<file path="config.mk">
export PLATFORM = sky130hd
export DESIGN_NAME = if_stage
export DESIGN_NICKNAME = d
export VERILOG_FILES = /design/src/rtl/if_stage.sv
export SDC_FILE = /design/constraint.sdc
export NUM_CORES = 1
export LEC_CHECK = 0
export CORE_MARGIN = 5
export CORE_UTILIZATION = 26
export DETAILED_ROUTE_END_ITERATION = 8
export PLACE_DENSITY_LB_ADDON = 0.12
export SLEW_MARGIN = 5
export SYNTH_ARGS = -nofsm -noshare
export SYNTH_HDL_FRONTEND = slang
export SYNTH_SLANG_ARGS = --single-unit
</file>
<file path="constraint.sdc">
create_clock -name clk -period 5 [get_ports clk]
set_input_delay 1.25 -clock clk [delete_from_list [all_inputs] [get_ports clk]]
set_output_delay 1.25 -clock clk [all_outputs]
set_load 0.01 [all_outputs]
</file>
<file path="src/rtl/if_stage.sv">
// Instruction-fetch stage: owns the PC, registers the ROM word into IR_IF, freezes on hazards
// and squashes the wrong-path slot with a NOP bubble on branch redirects.
module if_stage #(
  parameter logic [31:0] RESET_PC = 32'h0000_0000,
  parameter logic [31:0] NOP_WORD = 32'hffff_ffff,
  parameter int unsigned CNT_W    = 16
) (
  input  logic             clk,
  input  logic             rst,
  input  logic             start,
  input  logic             hasHazard,
  input  logic             branch_taken,
  input  logic [31:0]      branch_target,
  output logic [31:0]      imem_addr,
  input  logic [31:0]      imem_rdata,
  output logic [31:0]      IR_IF,
  output logic [31:0]      PC_IF,
  output logic             valid_IF,
  output logic [CNT_W-1:0] stall_cnt
);

  localparam logic [1:0] IDLE  = 2'd0;
  localparam logic [1:0] RUN   = 2'd1;
  localparam logic [1:0] STALL = 2'd2;
  localparam logic [1:0] FLUSH = 2'd3;

  logic [1:0]       state_q, state_d;
  logic [31:0]      pc_q, pc_d;
  logic [31:0]      ir_q, ir_d;
  logic [31:0]      pcif_q, pcif_d;
  logic             valid_q, valid_d;
  logic [CNT_W-1:0] cnt_q, cnt_d;
  logic [31:0]      redirect_pc;
  logic             cnt_sat;

  assign redirect_pc = {branch_target[31:2], 2'b00};
  assign cnt_sat     = (cnt_q == {CNT_W{1'b1}});

  always_comb begin
    state_d = state_q;
    pc_d    = pc_q;
    ir_d    = ir_q;
    pcif_d  = pcif_q;
    valid_d = valid_q;
    cnt_d   = cnt_q;
    unique case (state_q)
      IDLE: begin
        if (start) state_d = RUN;
      end
      RUN, STALL, FLUSH: begin
        if (branch_taken) begin
          // Redirect wins over a hazard; the bubble already sits in IR_IF during FLUSH.
          pc_d    = redirect_pc;
          ir_d    = NOP_WORD;
          pcif_d  = redirect_pc;
          valid_d = 1'b0;
          state_d = FLUSH;
        end else if (hasHazard && (state_q != FLUSH)) begin
          if (!cnt_sat) cnt_d = cnt_q + 1'b1;
          state_d = STALL;
        end else begin
          ir_d    = imem_rdata;
          pcif_d  = pc_q;
          valid_d = 1'b1;
          pc_d    = pc_q + 32'd4;
          state_d = RUN;
        end
      end
      default: state_d = IDLE;
    endcase
  end

  always_ff @(posedge clk or posedge rst) begin
    if (rst) begin
      state_q <= IDLE;
      pc_q    <= RESET_PC;
      ir_q    <= NOP_WORD;
      pcif_q  <= RESET_PC;
      valid_q <= 1'b0;
      cnt_q   <= '0;
    end else begin
      state_q <= state_d;
      pc_q    <= pc_d;
      ir_q    <= ir_d;
      pcif_q  <= pcif_d;
      valid_q <= valid_d;
      cnt_q   <= cnt_d;
    end
  end

  assign imem_addr = pc_q;
  assign IR_IF     = ir_q;
  assign PC_IF     = pcif_q;
  assign valid_IF  = valid_q;
  assign stall_cnt = cnt_q;

endmodule

</file>
### Yosys cells after proc, flatten, opt, wreduce, memory -nomap -nowiden

Index checks and enable logic that the tools add are counted.

| operators by class | value |
|---|---|
| multiplexer cells | 12 |
| add/sub/neg operators | 2 |
| equal/unequal tests | 7 |
| bitwise operators | 2 |
| reduce and logical (&&, ||, !) cells | 5 |

Operators with widths:

| operator | number |
|---|---|
| $mux 32 | 6 |
| $add 32x3->32 const B | 1 |
| $add 16x1->16 const B | 1 |
| $eq 16x16->1 const B | 1 |
| $mux 2 | 3 |
| $ne 2x2->1 const B | 3 |
| $eq 2x2->1 const B | 2 |
| $pmux 2 s2 | 1 |
| $reduce_and 4->1 | 1 |
| $reduce_or 3->1 | 1 |
| $eq 2x1->1 const B | 1 |
| $logic_not 2->1 | 1 |
| $mux 1 | 2 |
| $not 1->1 | 2 |
| $reduce_and 2->1 | 1 |
| $logic_and 1x1->1 | 1 |

| word-level totals | value |
|---|---|
| word-level logic and storage cells | 34 |
| flip-flop bits (word level) | 115 |

### Depth between registers and ports, before layout

Gate-level depths: netlist (run 1).

| logic depth | value |
|---|---|
| depth in word-level cells | 5 |
| gate-level depth with buffers | 7 |
| mapped depth without buffers | 6 |

### Worst setup path before layout (run 1)

OpenSTA, ideal clock, no wires.

| path | value |
|---|---|
| path kind | input port to flip-flop |
| from | in branch_taken |
| to | reg cnt_q[15], in the netlist stall_cnt[15] |
| stages on the path | 5 |
| library setup time | 0.125 ns |
| path slack | 2.347 ns |
| arrival | 2.529 ns |
| required time | 4.875 ns |
| cell sequence | nand2b_1 -> nor4_2 -> nand4_1 -> nor4_1 -> mux2_2 |

| on the way | value |
|---|---|
| word-level cells in the longest chain between the ends | 2 |

RTL lines:

| element | line | text |
|---|---|---|
| from (decl) | 12 | `input logic branch_taken,` |
| $not 1->1 (no line) | n/a |  |
| $reduce_and 4->1 (no line) | n/a |  |
| to (signal assigned) | 87 | `cnt_q <= cnt_d;` |
| to (decl) | 32 | `logic [CNT_W-1:0] cnt_q, cnt_d;` |

No other way between the ends.
A chain may end at the register's enable or synchronous reset.

### Final worst setup path (run 1)

| path | value |
|---|---|
| from | in hasHazard |
| to | reg ir_q[3], in the netlist IR_IF[3] |

| on the way | value |
|---|---|
| word-level cells in the longest chain between the ends | 3 |

RTL lines:

| element | line | text |
|---|---|---|
| from (decl) | 11 | `input logic hasHazard,` |
| $logic_and 1x1->1 | 58 | `end else if (hasHazard && (state_q != FLUSH)) begin` |
| $ne 2x2->1 (no line) | n/a |  |
| $reduce_and 2->1 (no line) | n/a |  |
| to (signal assigned) | 84 | `ir_q <= ir_d;` |
| to (decl) | 29 | `logic [31:0] ir_q, ir_d;` |

No other way between the ends.

==> impl_metrics.py, run 1 <==
metrics = {
    "placement": {
        "dpl.hpwl_um": 12100,
        "placed_cell_area_um2": 7570,
        "place_ws_ns": 1.40,
        "dp.cells": 1025,
        "portBuffers": 177,
        "gp_congestion": 0.775,
    },
    "global_route": {
        "grt_pass1_wl_um": 27600,
        "antenna_found_initial": 1,
        "grtUsageTotal_pct": 14.1,
        "grt_max_degree": 97,
        "grt_pass1_vias": 4858,
        "grt.overflow.total": 0,
    },
    "clocking": {
        "clk_pin_slew_worst_paths_ns": 0.07,
        "cts.sinks": 112,
        "cts_resized": 0,
        "cts_root_buf": "clkbuf_16",
        "clk_path_buf_depth": 2,
        "clk_latency_ns": 0.35,
        "cts_setup_buffers": 0,
        "cts_tree": "done",
        "numCtsBuffers": 9,
        "hold_buffers": 0,
        "htree_num_levels": 3,
    },
    "floorplanning": {
        "die_h_um": 156,
        "dieArea_um2": 24400,
        "fp-row-count": 53,
        "ios": 182,
        "die_x_um": 156,
        "coreArea_um2": 21000,
        "initial_core_util_pct": 26.5,
    },
    "flow_run": {
        "maxCapViolations": 0,
    },
    "logic_synthesis": {
        "synth_seq_cells": 112,
        "yosysSeqAreaShare_pct": 51.1,
        "synthFlopType": "dfrtp_1",
        "synth_edf_count": 0,
        "syn_inst": 604,
        "synth.cell_area_um2": 5560,
        "synth_warnings": 0,
        "avgSynthCellArea_um2": 9.21,
        "async_flop_share_pct": 100,
        "synth_cell_types": 58,
    },
    "worst_setup_path": {
        "crit_path_max_fanout": 96,
        "cp.arrival_ns": 3.44,
        "criticalPathCategory": "input port to flip-flop",
        "end_kind": "flip-flop",
        "cp.required_ns": 5.29,
        "reg2reg_depth": 5,
        "regToRegSetupSlack_ns": 2.63,
        "cp-start-kind": "input port",
    },
    "detailed_routing": {
        "drtAntennaViolNets": 0,
        "routed_wl_um": 17500,
        "drc_errors": 0,
        "wl_per_cell_um": 16.8,
        "vias_per_cell": 4.76,
        "drt_iter0_drc": 235,
        "vias": 4958,
        "first_pass_iters": 5,
    },
    "pwr": {
        "cell_internal_pwr_uw": 2090,
        "combPwrFrac_pct": 31.2,
        "p_seq_share_pct": 43.0,
        "pwr-share-clk_pct": 25.8,
        "p_leak_uw": 0.00317,
        "switching_share_pct": 32.6,
        "p_sw_uw": 1010,
        "max-vdd-ir-drop_v": 0.000196,
        "power_density_nw_per_um2": 392,
    },
    "timing": {
        "max_freq_mhz": 318,
        "slew_viol_final": 0,
        "min_period_over_period_pct": 63.0,
        "setup_tns_ns": 0,
        "hold_slack_ns": 0.455,
        "relSlewSlack_pct": 36.9,
        "rsz0062_at_grt": "false",
        "setup_ws_ns": 1.85,
        "finalSetupViolCount": 0,
        "hold_violations": 0,
        "tightest_slew_ns": 0.947,
        "fin_crit_ns": 3.15,
        "skew_ns": 0.0106,
    },
    "run_status": {
        "outcome": "finished, final reports clean",
    },
    "min_path": {
        "hold_path_depth": 2,
        "hp-class": "flip-flop to flip-flop",
    },
    "final_layout": {
        "diodes": 0,
        "area_delta_synth_final_pct": 41.9,
        "stdcell_count": 1041,
        "layout.nets": 832,
        "drive_gt1_share_pct": 9.14,
        "fin_area_um2": 7900,
        "fillerInstances": 2139,
    },
}
-- critical path, stage by stage --
cell             delay (ns)
clkdlybuf4s50_1        0.50
nor2b_1                0.18
maj3_4                 0.81
buf_4                  0.47
nand2_1                0.11
nand2_1                0.07
-- power by group through the flow --
stage	clock network [uW]	registers, uW	logic, uW
after detailed placement	0	1350	985
final	800	1330	965
after floorplan	0	1380	365
after global placement	0	1340	976
after CTS	841	1330	987
after global routing	876	1370	1060
-- layout by cell type, fill, tap and decap left out, drive strengths merged, types with 4 or more instances in the layout --
master	synthesis	routed
nor2	33	33
o31ai	6	6
nand2	127	127
and2	4	4
dfstp	32	32
o21ai	77	77
clkbuf	24	12
and3	5	5
dfrtp	80	80
inv	11	12
or4	5	5
a21oi	28	28
clkdlybuf4s50	0	176
o22ai	4	4
buf	14	7
nor2b	9	9
xnor2	5	5
mux2i	29	29
a31oi	6	6
nand3	24	24
a22oi	7	7
xor2	8	8
nor4	6	6
nand4	10	10
a32oi	5	5
nor3	12	12
-- cells in the mapped netlist (all sizes together), types with 2 or more instances --
library cell,count,area [um2]
and4,2,20.0
maj3,2,20.0
nand3,24,120
o31ai,6,58.8
nor2b,9,56.3
nand4,10,92.6
or2,3,18.8
a31oi,6,37.5
o22ai,4,25.0
a21oi,28,140
o21ai,77,385
nand2,127,477
nor4,6,43.8
nor3,12,65.1
ha,2,25.0
nor2,33,124
and2,4,25.0
a22oi,7,52.6
or4,5,41.3
mux2,3,37.5
inv,11,41.3
a32oi,5,43.8
clkbuf,24,90.1
or3,3,20.0
dfstp,32,841
dfrtp,80,2000
buf,14,71.3
mux2i,29,290
xor2,8,70.1
and3,5,31.3
nand2b,2,12.5
o2bb2ai,2,17.5
xnor2,5,43.8
-- layer usage --
| layer | track usage (%) | up-vias | part of all wire (%) |
|---|---|---|---|
| met2 | 21.8 | 130 | 46 |
| met4 | 3.14 | 2 | 1.2 |
| li1 | - | 2424 | - |
| met3 | 5.14 | 13 | 7.8 |
| met5 | 0 | - | 0.063 |
| met1 | 19.0 | 2389 | 44 |
-- area by class of cell --
type	instances	area (um2)	share of cell area [%]
tap	275	344	4.36
inverter	11	43.8	0.555
timing repair buffer	183	1810	23.0
clock buffer	12	246	3.12
clock inverter	4	76.3	0.967
multi-input combinational	444	2530	32.0
sequential	112	2840	36.0
-- worst paths after layout --
check | start | endpoint
max | hasHazard | IR_IF[3]
min | IR_IF[20] | IR_IF[20]
max reg2reg | imem_addr[8] | imem_addr[24]
min reg2reg | IR_IF[20] | IR_IF[20]
max in group asynchronous | rst | IR_IF[7]
min in group asynchronous | rst | stall_cnt[6]
-- cell families (layout without fill, tap and decap cells) --
| logic type | count (synthesis) | in the layout | synth area share [%] |
|---|---|---|---|
| AO/OA/AOI/OAI | 144 | 144 | 15.2 |
| multiplexers | 32 | 32 | 5.89 |
| AND/OR/NAND/NOR | 249 | 249 | 21.3 |
| XOR/XNOR | 13 | 13 | 2.05 |
| flip-flops | 112 | 112 | 51.1 |
| adder cells (fa/ha/maj) | 4 | 4 | 0.809 |
| buffers and inverters | 49 | 210 | 3.64 |
| other | 1 | 2 | 0.0674 |
-- through the flow --
step                      utilization (%)  total power [uW]
after floorplan                         -              1750
after global placement               36.0              2310
after detailed placement             36.0              2330
after CTS                            37.6              3160
after global routing                 37.6              3300
final                                37.6              3100
-- state kept, by name (all words and copies together), names as in the netlist --
name,flops
IR_IF,32
PC_IF,31
imem_addr,30
stall_cnt,16
state_q,2
valid_IF,1
Power figures use the tool's default switching activity.
==> inputs of run 2 (changes only) <==
- clock period: 5 -> 2.56 ns (I/O delays scaled with it)
==> impl_metrics.py, run 2 (synthesized netlist as in run 1, its figures left out) <==
metrics = {
    "run_status": {
        "outcome": "finished, final reports clean",
    },
    "clocking": {
        "cts_setup_buffers": 0,
        "cts_resized": 0,
        "cts_root_buf": "clkbuf_16",
        "clk_path_buf_depth": 2,
        "cts.sinks": 112,
        "clk_latency_ns": 0.35,
        "hold_buffers": 0,
        "clk_pin_slew_worst_paths_ns": 0.08,
        "htree_num_levels": 3,
        "cts_tree": "done",
        "numCtsBuffers": 9,
    },
    "worst_setup_path": {
        "criticalPathCategory": "flip-flop to flip-flop",
        "end_kind": "flip-flop",
        "reg2reg_depth": 5,
        "worst_r2r_startpoint": "stall_cnt[0]",
        "critical_path.startpoint": "stall_cnt[0]",
        "worstPathCellList": "ha_1, nand2_1, or3_1, o31ai_4, mux2_2",
        "reg2reg_to": "stall_cnt[1]",
        "crit_path_max_fanout": 8,
        "cp.required_ns": 2.79,
        "crit_buf_inv": 0,
        "cp.arrival_ns": 2.42,
        "cp_top_family": "simple AND/OR/NAND/NOR gates",
        "cp-start-kind": "flip-flop",
        "cpPeakStageDelay_ns": 0.46,
        "regToRegSetupSlack_ns": 0.38,
        "cp_slowest_cell": "dfrtp_1",
    },
    "final_layout": {
        "diodes": 0,
        "final_common_cell": "clkdlybuf4s50_1",
        "area_delta_synth_final_pct": 46.6,
        "drive_gt1_share_pct": 12.1,
        "layout.nets": 857,
        "largest_reg_flops": 32,
        "final_cell_mix": "176 x clkdlybuf4s50_1, 127 x nand2_1, 80 x dfrtp_1, 77 x o21ai_0, 33 x nor2_1",
        "fin_util_pct": 38.8,
    },
    "detailed_routing": {
        "drt_iter0_drc": 260,
        "vias": 5079,
        "drtAntennaViolNets": 0,
        "dr.max_layer_used": "met4",
        "routed_wl_um": 17500,
        "drc_errors": 0,
        "wl_met1_um": 7970,
        "dr_wl_met3_um": 1480,
        "wl_per_cell_um": 16.4,
        "first_pass_iters": 4,
        "wl_met2_um": 7900,
        "vias_per_cell": 4.76,
    },
    "floorplanning": {
        "initial_core_util_pct": 26.5,
        "die_x_um": 156,
        "ios": 182,
        "fp-row-count": 53,
        "coreArea_um2": 21000,
        "dieArea_um2": 24400,
        "die_h_um": 156,
    },
    "timing": {
        "skew_ns": 0.00761,
        "tightest_slew_ns": 0.511,
        "rsz0062_at_grt": "false",
        "relSlewSlack_pct": 65.7,
        "setup_tns_ns": 0,
        "finalSetupViolCount": 0,
        "setup_ws_ns": 0.378,
        "fin_crit_ns": 2.18,
        "min_period_over_period_pct": 85.2,
        "hold_violations": 0,
        "slew_viol_final": 0,
        "max_freq_mhz": 458,
        "hold_slack_ns": 0.452,
    },
    "min_path": {
        "hold_path_depth": 2,
        "hp-class": "flip-flop to flip-flop",
        "hold_start": "IR_IF[3]",
        "min_to": "IR_IF[3]",
    },
    "pwr": {
        "p_leak_uw": 0.00333,
        "max-vdd-ir-drop_v": 0.000337,
        "power_density_nw_per_um2": 764,
        "p_total_uw": 6230,
    },
    "global_route": {
        "grtUsageTotal_pct": 14.1,
        "grt_pass1_vias": 5119,
        "grt.overflow.total": 0,
        "antenna_found_initial": 0,
        "grt_max_degree": 58,
        "grt_pass1_wl_um": 27800,
    },
    "placement": {
        "dpl.hpwl_um": 12800,
        "place_ws_ns": 0.0492,
        "portBuffers": 177,
        "gp_congestion": 0.743,
    },
    "flow_run": {
        "maxCapViolations": 0,
    },
}
-- run 2: how the worst max path moves through the flow --
stage	endpoint	slack [ns]	cells past startpoint
5_1_grt	imem_addr[14]	0.22	7
6_report	stall_cnt[1]	0.38	5
4_1_cts	stall_cnt[1]	0.33	5
2_1_floorplan	stall_cnt[15]	0.52	5
3_5_place_dp	stall_cnt[15]	0.05	6
3_3_place_gp	stall_cnt[15]	0.08	6
-- run 2: area by class of cell --
cell class,instances,area [um2]
timing repair buffer,208,2050
fill,2112,12900
tap,275,344
multi-input combinational,444,2530
sequential,112,2840
inverter,11,45.0
clock buffer,11,243
clock inverter,5,104
-- run 2: worst min-delay path, delay by kind of cell, from the launching register on --
family / cells / cell delay [ns]
DFF: 1 / 0.37
and+or+nand+nor: 2 / 0.08
-- run 2: power by group --
| group | internal [uW] | leakage, uW | total (uW) | switching (uW) |
|---|---|---|---|---|
| registers | 2190 | 0.00129 | 2550 | 359 |
| clock network | 986 | 0.000170 | 1660 | 673 |
| logic | 1080 | 0.00187 | 2030 | 952 |
| total | 4250 | 0.00333 | 6230 | 1980 |
-- run 2: per-layer routing --
metal,vias to the layer above,GRT usage (%)
met4,0,3.76
met5,-,0
met1,2450,19.3
met3,11,4.42
met2,142,21.8
li1,2476,-
-- run 2: per-stage QoR --
stage	area, um2	instances
6_report	8160	1066
5_1_grt	8160	1066
4_1_cts	8160	1066
3_5_place_dp	7810	1050
3_3_place_gp	7810	1050
2_1_floorplan	5570	605
==> inputs of run 3 (changes only) <==
- CAP_MARGIN: not set -> 20
==> results of run 3 <==
Same layout as run 2: the final DEF is identical, and so are final timing and power.
